**config.mk**
```make
export PLATFORM = sky130hd
export DESIGN_NAME = exu_wb_arb
export DESIGN_NICKNAME = d
export VERILOG_FILES = /design/src/rtl/exu_wb_arb.sv
export SDC_FILE = /design/constraint.sdc
export NUM_CORES = 1
export LEC_CHECK = 0
export ABC_AREA = 1
export BUFFER_PORTS_ARGS = -buffer_cell sky130_fd_sc_hd__buf_2
export CAP_MARGIN = 20
export CORE_MARGIN = 5
export CORE_UTILIZATION = 47
export CTS_CLUSTER_DIAMETER = 60
export CTS_CLUSTER_SIZE = 25
export DETAILED_ROUTE_END_ITERATION = 8
export GPL_TIMING_DRIVEN = 0
export PLACE_DENSITY = 0.72
export SYNTH_ARGS = -nofsm -noshare
export SYNTH_HDL_FRONTEND = slang
export SYNTH_SLANG_ARGS = --single-unit
```
**constraint.sdc**
```tcl
create_clock -name clk -period 2.55 [get_ports clk]
set_clock_uncertainty 0.2 [all_clocks]
set_input_delay 0.51 -clock clk [delete_from_list [all_inputs] [get_ports clk]]
set_output_delay 0.51 -clock clk [all_outputs]
set_load 0.01 [all_outputs]
```
**src/rtl/exu_wb_arb.sv**
```systemverilog
// EXU writeback arbiter: merges ALU, LSU, MUL and DIV results into one registered
// register-file write port, buffering the multi-cycle sources in small FIFOs.

module exu_wb_fifo #(
  parameter int W     = 37,
  parameter int DEPTH = 2,
  parameter int CW    = $clog2(DEPTH) + 1
) (
  input  logic          clk,
  input  logic          rst,
  input  logic          i_valid,
  input  logic [W-1:0]  i_data,
  input  logic          i_pop,
  output logic          o_ready,
  output logic [W-1:0]  o_head,
  output logic [CW-1:0] o_count
);

  localparam int PW = $clog2(DEPTH);

  logic [W-1:0]  r_mem [DEPTH];
  logic [PW-1:0] r_wr_ptr;
  logic [PW-1:0] r_rd_ptr;
  logic [CW-1:0] r_count;
  logic          w_full;
  logic          w_push;

  assign w_full  = (r_count == CW'(DEPTH));
  assign w_push  = i_valid & ~w_full;
  assign o_ready = ~w_full;
  assign o_head  = r_mem[r_rd_ptr];
  assign o_count = r_count;

  always_ff @(posedge clk) begin
    if (rst) begin
      r_wr_ptr <= '0;
      r_rd_ptr <= '0;
      r_count  <= '0;
    end else begin
      if (w_push) r_wr_ptr <= r_wr_ptr + 1'b1;
      if (i_pop)  r_rd_ptr <= r_rd_ptr + 1'b1;
      r_count <= r_count + CW'(w_push) - CW'(i_pop);
    end
  end

  // NOTE: storage has no reset; the count alone decides which entries are live.
  always_ff @(posedge clk) begin
    if (w_push) r_mem[r_wr_ptr] <= i_data;
  end

  a_no_overflow: assert property (@(posedge clk) disable iff (rst) !(i_valid && w_full))
    else $error("result presented to a full writeback FIFO was dropped");
  a_no_underflow: assert property (@(posedge clk) disable iff (rst) !(i_pop && r_count == '0))
    else $error("writeback FIFO popped while empty");

endmodule

module exu_wb_arb #(
  parameter int XLEN                = 32,
  parameter int REG_FILE_ADDR_WIDTH = 5,
  parameter int FIFO_DEPTH          = 2
) (
  input  logic                           clk,
  input  logic                           rst,
  input  logic                           alu_wb_valid,
  input  logic [XLEN-1:0]                alu_wb_data,
  input  logic [REG_FILE_ADDR_WIDTH-1:0] alu_wb_rd_addr,
  input  logic                           mul_wb_valid,
  input  logic [XLEN-1:0]                mul_wb_data,
  input  logic [REG_FILE_ADDR_WIDTH-1:0] mul_wb_rd_addr,
  output logic                           mul_wb_ready,
  input  logic                           div_wb_valid,
  input  logic [XLEN-1:0]                div_wb_data,
  input  logic [REG_FILE_ADDR_WIDTH-1:0] div_wb_rd_addr,
  output logic                           div_wb_ready,
  input  logic                           lsu_wb_valid,
  input  logic [XLEN-1:0]                lsu_wb_data,
  input  logic [REG_FILE_ADDR_WIDTH-1:0] lsu_wb_rd_addr,
  output logic                           lsu_wb_ready,
  output logic [XLEN-1:0]                exu_wb_data,
  output logic [REG_FILE_ADDR_WIDTH-1:0] exu_wb_rd_addr,
  output logic                           exu_wb_rd_wr_en,
  output logic                           mul_wb_pending,
  output logic                           div_wb_pending,
  output logic                           lsu_wb_pending,
  output logic                           wb_stall
);

  localparam int EW = REG_FILE_ADDR_WIDTH + XLEN;
  localparam int CW = $clog2(FIFO_DEPTH) + 1;
  localparam logic [CW-1:0] STALL_LVL = CW'(FIFO_DEPTH - 1);

  logic [EW-1:0] w_mul_head, w_div_head, w_lsu_head;
  logic [CW-1:0] w_mul_count, w_div_count, w_lsu_count;
  logic          w_mul_pop, w_div_pop, w_lsu_pop;
  logic          w_win_valid;
  logic [EW-1:0] w_win_entry;

  logic [XLEN-1:0]                r_wb_data;
  logic [REG_FILE_ADDR_WIDTH-1:0] r_wb_rd_addr;
  logic                           r_wb_rd_wr_en;

  exu_wb_fifo #(.W(EW), .DEPTH(FIFO_DEPTH), .CW(CW)) u_mul_fifo (
    .clk     (clk),
    .rst     (rst),
    .i_valid (mul_wb_valid),
    .i_data  ({mul_wb_rd_addr, mul_wb_data}),
    .i_pop   (w_mul_pop),
    .o_ready (mul_wb_ready),
    .o_head  (w_mul_head),
    .o_count (w_mul_count)
  );

  exu_wb_fifo #(.W(EW), .DEPTH(FIFO_DEPTH), .CW(CW)) u_div_fifo (
    .clk     (clk),
    .rst     (rst),
    .i_valid (div_wb_valid),
    .i_data  ({div_wb_rd_addr, div_wb_data}),
    .i_pop   (w_div_pop),
    .o_ready (div_wb_ready),
    .o_head  (w_div_head),
    .o_count (w_div_count)
  );

  exu_wb_fifo #(.W(EW), .DEPTH(FIFO_DEPTH), .CW(CW)) u_lsu_fifo (
    .clk     (clk),
    .rst     (rst),
    .i_valid (lsu_wb_valid),
    .i_data  ({lsu_wb_rd_addr, lsu_wb_data}),
    .i_pop   (w_lsu_pop),
    .o_ready (lsu_wb_ready),
    .o_head  (w_lsu_head),
    .o_count (w_lsu_count)
  );

  assign mul_wb_pending = (w_mul_count != '0);
  assign div_wb_pending = (w_div_count != '0);
  assign lsu_wb_pending = (w_lsu_count != '0);

  // One slot of margin covers the result already issued when decode sees the stall.
  assign wb_stall = (w_mul_count >= STALL_LVL) | (w_div_count >= STALL_LVL) |
                    (w_lsu_count >= STALL_LVL);

  // NOTE: every output of this block gets a default first so no latch is inferred.
  always_comb begin
    w_win_valid = 1'b0;
    w_win_entry = '0;
    w_lsu_pop   = 1'b0;
    w_mul_pop   = 1'b0;
    w_div_pop   = 1'b0;
    if (alu_wb_valid) begin
      w_win_valid = 1'b1;
      w_win_entry = {alu_wb_rd_addr, alu_wb_data};
    end else if (lsu_wb_pending) begin
      w_win_valid = 1'b1;
      w_win_entry = w_lsu_head;
      w_lsu_pop   = 1'b1;
    end else if (mul_wb_pending) begin
      w_win_valid = 1'b1;
      w_win_entry = w_mul_head;
      w_mul_pop   = 1'b1;
    end else if (div_wb_pending) begin
      w_win_valid = 1'b1;
      w_win_entry = w_div_head;
      w_div_pop   = 1'b1;
    end
  end

  // NOTE: sequential state uses non-blocking assignments only.
  always_ff @(posedge clk) begin
    if (rst) begin
      r_wb_data     <= '0;
      r_wb_rd_addr  <= '0;
      r_wb_rd_wr_en <= 1'b0;
    end else begin
      // x0 results are consumed but never written.
      r_wb_rd_wr_en <= w_win_valid && (w_win_entry[EW-1:XLEN] != '0);
      if (w_win_valid) begin
        r_wb_data    <= w_win_entry[XLEN-1:0];
        r_wb_rd_addr <= w_win_entry[EW-1:XLEN];
      end
    end
  end

  assign exu_wb_data     = r_wb_data;
  assign exu_wb_rd_addr  = r_wb_rd_addr;
  assign exu_wb_rd_wr_en = r_wb_rd_wr_en;

endmodule
```
* Yosys cells after proc, flatten, opt, wreduce, memory -nomap -nowiden
Memories as Yosys holds them, arrays and structs flattened. A register that Yosys moved wholly into a read port is not among the register bits. Index checks and enable logic that the tools add are counted.
Word-level totals: output and inout bits 45, ROM bits 0, memories 3, flip-flop bits (word level) 50, word-level logic and storage cells 74, latch bits 0, RAM bits 222
Operators by class: bitwise gates (word level) 8, divide/modulo/power cells 0, reductions and logical operators 5, multiplexer cells 28, $lt $le $gt $ge 3, $add $sub $neg 12, $mul 0, equal/unequal tests 3, shift-type cells 0
Memory list:
- u_div_fifo.r_mem | depth 2, width 37, rd ports 1, clocked after Yosys merged registers in 1, write ports 1, RTL line 21 | logic [W-1:0] r_mem [DEPTH];
- u_lsu_fifo.r_mem | depth 2, width 37, rd ports 1, clocked after Yosys merged registers in 1, write ports 1, RTL line 21
- u_mul_fifo.r_mem | depth 2, width 37, rd ports 1, clocked after Yosys merged registers in 1, write ports 1, RTL line 21
Operators by type and width (number):
- 37-bit two-way mux | 4
- 1-bit two-way mux | 24
- 1-bit adder (second input constant) | 6
- 2-bit by 1-bit adder with 2-bit output | 3
- 2-bit equality test (second input constant) | 3
- 2-bit by 1-bit greater-or-equal comparator with 1-bit output (second input constant) | 3
- 2-bit nonzero test | 3
- 2-bit by 1-bit subtractor with 2-bit output | 3
- 5-bit nonzero test | 1
- 1-bit bitwise AND | 3
- 1-bit inverter | 3
- 1-bit bitwise OR | 2
- 1-bit logical AND | 1

* Logic depth before layout (Yosys ltp)
Gate-level depths: netlist of the first run.
depth in word-level cells 7, depth in mapped cells 10, depth with buffers taken out 10

* Cells and area by module
A second synthesis of the first run with hierarchy kept.
Unflattened totals: cell total of the unflattened synthesis 775, area, all modules 11459.7 µm²
Modules (own cells, without submodules):
- exu_wb_fifo | times used 3, area each 3042.9 µm², cells an instance 145, seq. area each 2322.2 µm²
- exu_wb_arb | times used 1, area each 2331.0 µm², cells an instance 340, seq. area each 760.7 µm²

* Worst setup path before layout of the first run
OpenSTA, ideal clock, no wires.
path type register to register, start register u_lsu_fifo.r_count[0], in the netlist u_lsu_fifo.o_count[0], end memory u_lsu_fifo.r_mem[1][0], enable pin, period minus slack after synthesis 2874 ps, cell stages (with the launch flop) 5, required time 1917 ps, slack -324 ps, library setup time 433 ps, path buffers 0, data arrival time 2241 ps, path through dfxtp_1 > inv_1 > nand2_1 > nand2_1 > nor2_1
On the way: cells in the longest elaborated chain, start to end 5
Ends and longest elaborated chain:
- start: declaration | RTL line 24 | logic [CW-1:0] r_count;
- start signal: assignment | RTL line 42 | r_count <= r_count + CW'(w_push) - CW'(i_pop);
- 2-bit equality test | RTL line 28 | assign w_full = (r_count == CW'(DEPTH));
- 1-bit inverter
- via lsu_wb_ready | RTL line 79 | output logic lsu_wb_ready,
- 1-bit bitwise AND | RTL line 29 | assign w_push = i_valid & ~w_full;
- 1-bit two-way mux | RTL line 48 | if (w_push) r_mem[r_wr_ptr] <= i_data;
- 1-bit two-way mux (implied by the code) | RTL line 48
- end: declaration | RTL line 21
The timed path passes the listed nets, and every way through them passes these cells.

* Worst setup path after layout of the first run
start register u_mul_fifo.r_count[1], in the netlist u_mul_fifo.o_count[1], end output wb_stall
On the way: cells in the longest elaborated chain, start to end 3
Ends and longest elaborated chain:
- start: declaration | RTL line 24
- start signal: assignment | RTL line 42
- 2-bit by 1-bit greater-or-equal comparator with 1-bit output | RTL line 141 | assign wb_stall = (w_mul_count >= STALL_LVL) | (w_div_count >= STALL_LVL) |
- 1-bit bitwise OR (2 in a row) | RTL line 141
- end: declaration | RTL line 86 | output logic wb_stall
No other way between the ends.

==> summary.md, run 1 <==
| Metric | Value |
|---|---|
| Die width | roughly 160 um |
| Ports | just under 200 |
| Antenna Violating Nets Remaining | 0 |
| Pin count of the biggest net entering global routing | 26 |
| CP Class | reg -> out |
| CTS tree | built |
| CP required | ~1.8 ns |
| Final total power | 13400 uW |
| Core ar. | about 23000 sq um |
| Initial antenna violation count | 0 |
| Max IR drop VDD | about 0.00076 V |
| CTS Sinks | 275 |
| Crit end category | primary output |
| First-pass DRT Iterations | 5 |
| Post-CTS Setup Repair Bufs | 0 |
| Port Buf Inserts | slightly below 200 |
| Vias in the first global route | slightly below 8000 |
| Drt drc | 0 |
| CTS H-tree depth | 1 |
| WL/cell | around 19 um |
| F_max | between 0.4 and 0.5 GHz |
| Area of the die | about 26000 sq um |
| Synth cell types | 33 |
| Post-layout net count | between 1000 and 1500 |
| HPWL after DPL | ~19000 um |
| Share of layout cells above drive strength 1 | roughly 28% |
| Seq/Total Area, Yosys | between 70% and 80% |
| TritonCTS Buffers | 21 |
| Initial DRC Count | approximately 550 |
| Mapped Cells | 787 |
| Peak fanout along the critical path | 4 |
| Initial Utilization | between 40% and 50% |
| Final Hold Vio Count | 0 |
| Power per cell area | 935 nW/um^2 |
| Row count | 55 |
| Final wirelength | ~28000 um |
| Crit share post-route | roughly 90% |
| Post-CTS Resized | 0 |
| Clock latency at the later pin of the worst-skew pair | 0.51 ns |
| Status | completed |
| Die height | ~160 um |
| Leakage power | approximately 0.0056 uW |
| Flops & latches, synth | between 200 and 300 |
| Final GP Congestion | approximately 0.78 |
| RSZ-0062 raised after global routing | false |
| CP arrival | approximately 1.6 ns |
| Max Root-Sink Buffers | 3 |
| Mapped cell area | 10900 sq um |
| Yosys synthesis warning count | 0 |
| Root Driver | clkbuf_16 |
| First-pass GRT wire length | between 40000 and 50000 um |
| Measured slew at the worst slew-check pin | between 0.7 and 0.8 ns |
| Reg clk slew, reported paths | 0.09 ns |
| Slew Limit Fails | 0 |
| Synth Net Count | 947 |
| Final core utilization | a little over three fifths |
| Finish-stage setup viols | 0 |
| Max_cap viols | 0 |
| Vias/cell | around 5.1 |
| Area Overhead vs Synth | 31.2% |
| CP Launch Type | register |
| Slew headroom | 47.5% |
| GRT Util Overall | 20.9% |
| Syn Area/Cell | 13.9 sq um |
| Crit path time final | roughly 2.3 ns |
| Worst min path class | in -> reg |
| Hold buffer count at CTS | approximately 110 |
| Via count | 7377 |
| Grt total ovfl | 0 |
| # diodes | 0 |
==> layout make-up <==
cell class | count | area [sq um]
buffer | 36 | 210
clock buffer | 23 | 554
clock inverter | 14 | 186
fill | 1706 | 8450
inverter | 42 | 160
multi-input combinational | 434 | 2870
sequential | 275 | 7730
tap | 313 | 392
timing repair buffer | 313 | 2230
==> stage by stage <==
stage	hold slack, ns	instances	worst slack, ns	TNS, ns	instance area [sq um]
CTS	0.00208	1450	0.268	0	14300
global placement	0.233	1298	-0.572	-116.79	12300
finish	0.0190	1450	0.264	0	14300
floorplan	0.226	787	0.283	0	10900
global route	0.00296	1450	0.179	0	14300
detailed placement	0.252	1304	0.329	0	12500
==> report_power, final <==
| part | leakage (uW) | internal, uW | total [uW] | switching, uW |
|---|---|---|---|---|
| Combinational | 0.00275 | 1500 | 3850 | 2350 |
| Sequential | 0.00251 | 5730 | 6050 | 315 |
| Clock | 0.000361 | 1720 | 3500 | 1780 |
| Total | 0.00562 | 8960 | 13400 | 4440 |
==> final timing paths <==
kind                    startpoint                      end  slack (ns)  cells past startpoint
max          u_mul_fifo.o_count[1]                 wb_stall        0.26                      5
min                 div_wb_data[2]   u_div_fifo.r_mem[1][2]        0.02                      1
max reg2reg  u_mul_fifo.o_count[0]  u_mul_fifo.r_mem[1][29]        0.44                      5
min reg2reg    u_mul_fifo.r_rd_ptr                 register        0.26                      1
==> cell usage in the layout, fill, tap and decap left out, types with 7 or more instances in the layout <==
cell type	count
a21oi_1	13
buf_2	216
buf_6	7
clkbuf_1	12
clkbuf_16	22
dfxtp_1	53
dlygate4sd3_1	109
edfxtp_1	222
inv_1	38
mux2i_1	92
nand2_1	102
nand3_1	9
nor2_1	75
nor2_4	8
o211ai_1	14
o211ai_2	17
o21ai_0	44
o22ai_1	20
o22ai_2	10
==> registers in the layout, indices dropped and copies added (netlist names), 2 cells and up, named ones only <==
| signal | cells |
|---|---|
| exu_wb_data | 32 |
| exu_wb_rd_addr | 5 |
| u_div_fifo.o_count | 2 |
| u_div_fifo.r_mem | 74 |
| u_lsu_fifo.o_count | 2 |
| u_lsu_fifo.r_mem | 74 |
| u_mul_fifo.o_count | 2 |
| u_mul_fifo.r_mem | 74 |
==> critical path, cell delays in order, from the launching register on <==
cell and delay [ns]:
dfxtp_1 0.37, nor2_4 0.24, inv_2 0.12, nor2_8 0.12, nand2_1 0.07, buf_2 0.14
==> per-layer routing <==
metal	up-vias	GRT usage [%]	part of all wire, %
li1	3522	-	-
met1	3547	28.1	43
met2	266	36.2	49
met3	42	3.34	6.4
met4	0	4.61	2.0
met5	-	0	0
==> kinds of logic after synthesis <==
logic type,share of synthesized area (%)
AO/OA/AOI/OAI,8.49
multiplexers,8.43
flip-flops,70.8
adder cells (fa/ha/maj),0.687
AND/OR/NAND/NOR,8.00
buffers and inverters,3.39
XOR/XNOR,0.241
==> cell usage after synthesis <==
library cell | count | share of area (%)
a21boi_0 | 3 | 0.21
a21oi_1 | 13 | 0.60
a22oi_1 | 1 | 0.069
a31oi_1 | 2 | 0.11
buf_2 | 18 | 0.82
buf_6 | 7 | 0.72
clkbuf_1 | 11 | 0.38
dfxtp_1 | 53 | 9.7
edfxtp_1 | 222 | 61
ha_1 | 6 | 0.69
inv_1 | 38 | 1.3
inv_2 | 3 | 0.10
inv_4 | 1 | 0.057
mux2i_1 | 92 | 8.4
nand2_1 | 102 | 3.5
nand2_2 | 2 | 0.11
nand2_4 | 2 | 0.21
nand3_1 | 9 | 0.41
nor2_1 | 81 | 2.8
nor2_2 | 1 | 0.057
nor2_4 | 2 | 0.21
nor2_8 | 3 | 0.55
nor3_1 | 1 | 0.046
o211ai_1 | 14 | 0.96
o211ai_2 | 17 | 1.9
o21a_1 | 3 | 0.21
o21ai_0 | 44 | 2.0
o21ai_2 | 1 | 0.080
o22ai_1 | 20 | 1.1
o22ai_2 | 10 | 1.1
or2_0 | 1 | 0.057
or2_2 | 1 | 0.057
xor2_1 | 3 | 0.24
(Power assumes the default switching activity.)
==> run 2: changes to the inputs <==
- REMOVE_ABC_BUFFERS: default -> 1
==> summary.md, run 2 (synthesis gave the netlist of run 1 again) <==
| Metric | Value |
|---|---|
| Status | completed |
| Placed Cells | approximately 1300 |
| Largest registers | u_div_fifo.r_mem (74), u_lsu_fifo.r_mem (74), u_mul_fifo.r_mem (74) |
| Core ar. | ~23000 sq um |
| Final GP Congestion | 0.760 |
| Max IR drop VDD | 0.000623 V |
| Slowest cell on crit path | dfxtp_2 |
| Met2 WL | 13800 um |
| Top Layer Used | met4 |
| Area of the die | about 26000 sq um |
| Measured slew at the worst slew-check pin | between 0.9 and 1 ns |
| Drt drc | 0 |
| Reg clk slew, reported paths | 0.09 ns |
| Share of layout cells above drive strength 1 | 26.6% |
| Non-filler instance count after layout | between 1000 and 1500 |
| HPWL after DPL | about 17000 um |
| CTS tree | built |
| Finish-stage setup viols | 0 |
| CP arrival | ~2.5 ns |
| CP bufs+invs | 3 |
| CP top delay family | flip-flops |
| Ports | ~200 |
| F_max | 0.434 GHz |
| Area Overhead vs Synth | 29.7% |
| Final wirelength | between 20000 and 30000 um |
| Via count | 7298 |
| Final total power | ~13000 uW |
| CTS Sinks | ~280 |
| GRT Util Overall | 20.6% |
| Row count | between 50 and 60 |
| Most frequent cells in the layout | 222 x edfxtp_1, 197 x buf_2, 108 x dlygate4sd3_1 |
| RSZ-0062 raised after global routing | false |
| Port Buf Inserts | 198 |
| Initial Utilization | 47.9% |
| Initial DRC Count | around 450 |
| CP required | around 2.8 ns |
| Power per cell area | slightly above 900 nW/um^2 |
| Slew headroom | between 30% and 40% |
| Clock latency at the later pin of the worst-skew pair | about 0.5 ns |
| Hold path start | div_wb_rd_addr[0] |
| Crit share post-route | roughly nine tenths |
| Crit path time final | around 2.3 ns |
| CP max stage delay | 0.69 ns |
| Crit end category | register |
| Final Hold Vio Count | 0 |
| M1 wire length | roughly 11000 um |
| Most used cell, CP | nand2_1 |
| Grt total ovfl | 0 |
| WL met3 | 1890 um |
| Root Driver | clkbuf_16 |
| WL/cell | roughly 19 um |
| Post-layout net count | around 1300 |
| Leakage power | approximately 0.0055 uW |
| Peak fanout along the critical path | 24 |
| Max_cap viols | 0 |
| First-pass GRT wire length | around 42000 um |
| Post-CTS Setup Repair Bufs | 0 |
| TritonCTS Buffers | 19 |
| Initial antenna violation count | 2 |
| Max Root-Sink Buffers | 3 |
| Crit-path cells | buf_12 -> inv_1 -> nand2_1 -> nand2_1 -> a21boi_0 -> nand3_1 -> nor2_1 -> nand3_1 -> nand2_1 -> inv_1 |
| Most common cell after layout, fill and taps aside | edfxtp_1 |
| Die width | 162 um |
| CTS H-tree depth | 1 |
| First-pass DRT Iterations | 5 |
| Pin count of the biggest net entering global routing | 69 |
| Slew Limit Fails | 0 |
| Die height | ~160 um |
| Antenna Violating Nets Remaining | 0 |
| Fill cells | between 1500 and 2000 |
| Vias in the first global route | 7600 |
| Worst min path class | in -> reg |
| CP Launch Type | register |
| CP Class | reg -> reg |
| Vias/cell | between 5 and 6 |
==> run 2: cell count changes in the layout (fill, tap and decap cells not counted), sizes merged <==
cell,delta
clkbuf,-9
clkinv,-4
buf,-19
diode,+3
dlygate4sd3,-1
inv,-3
==> run 2: what timing repair did <==
item,4_1_cts,5_1_grt
endpoints found under the setup margin,36,8
resized for setup,1,3
hold buffers,107,1
endpoints found under the hold margin,212,2
==> run 2: stage by stage <==
| stage | area (sq um) | util (%) | TNS, ns | setup slack [ns] | hold slack, ns |
|---|---|---|---|---|---|
| detailed placement | 12400 | 54.5 | -29.16 | -0.813 | 0.240 |
| global route | 14200 | 62.2 | 0 | 0.135 | 0.00414 |
| finish | 14200 | 62.2 | 0 | 0.248 | 0.0246 |
| floorplan | 10700 | - | -63.59 | -0.324 | 0.226 |
| global placement | 12100 | 53.1 | -463.71 | -1.93 | 0.231 |
| CTS | 14100 | 62.0 | 0 | 0.121 | 0.000179 |
==> run 2: worst paths after layout <==
check | endpoint | slack (ns) | cells past startpoint
worst min register to register | register | 0.25 | 1
worst max-delay path | exu_wb_rd_wr_en | 0.25 | 10
worst max register to register | exu_wb_rd_wr_en | 0.25 | 10
worst min-delay path | u_div_fifo.r_mem[1][32] | 0.02 | 1
==> run 2: where the power goes <==
| part | switching (uW) | internal, uW | leakage (uW) | total, uW |
|---|---|---|---|---|
| Clock | 1580 | 1600 | 0.000318 | 3190 |
| Combinational | 2240 | 1470 | 0.00266 | 3710 |
| Sequential | 391 | 5740 | 0.00251 | 6130 |
| Total | 4210 | 8810 | 0.00549 | 13000 |
==> run 2: per-layer routing <==
layer	track usage, %	up-vias
met5	0	-
met4	6.04	0
met3	3.47	45
met2	35.6	280
met1	26.9	3510
li1	-	3463
==> run 2: final cells by class <==
class	count	area, sq um	share of cell area, %
inverters	42	163	1.15
clock inverters	7	101	0.716
well taps	313	392	2.77
clock buffers	25	544	3.84
flip-flops and latches	275	7730	54.6
repair buffers	318	2340	16.6
diodes	3	7.51	0.0530
multi-input cells	434	2880	20.3
==> run 2: worst reg2reg max path, delay by kind of cell (launching register included) <==
family                 cells  cell delay [ns]
and+or+nand+nor            6             0.57
DFF                        1             0.69
buffers and inverters      3             0.52
AOI/OAI and AO/OA          1             0.22
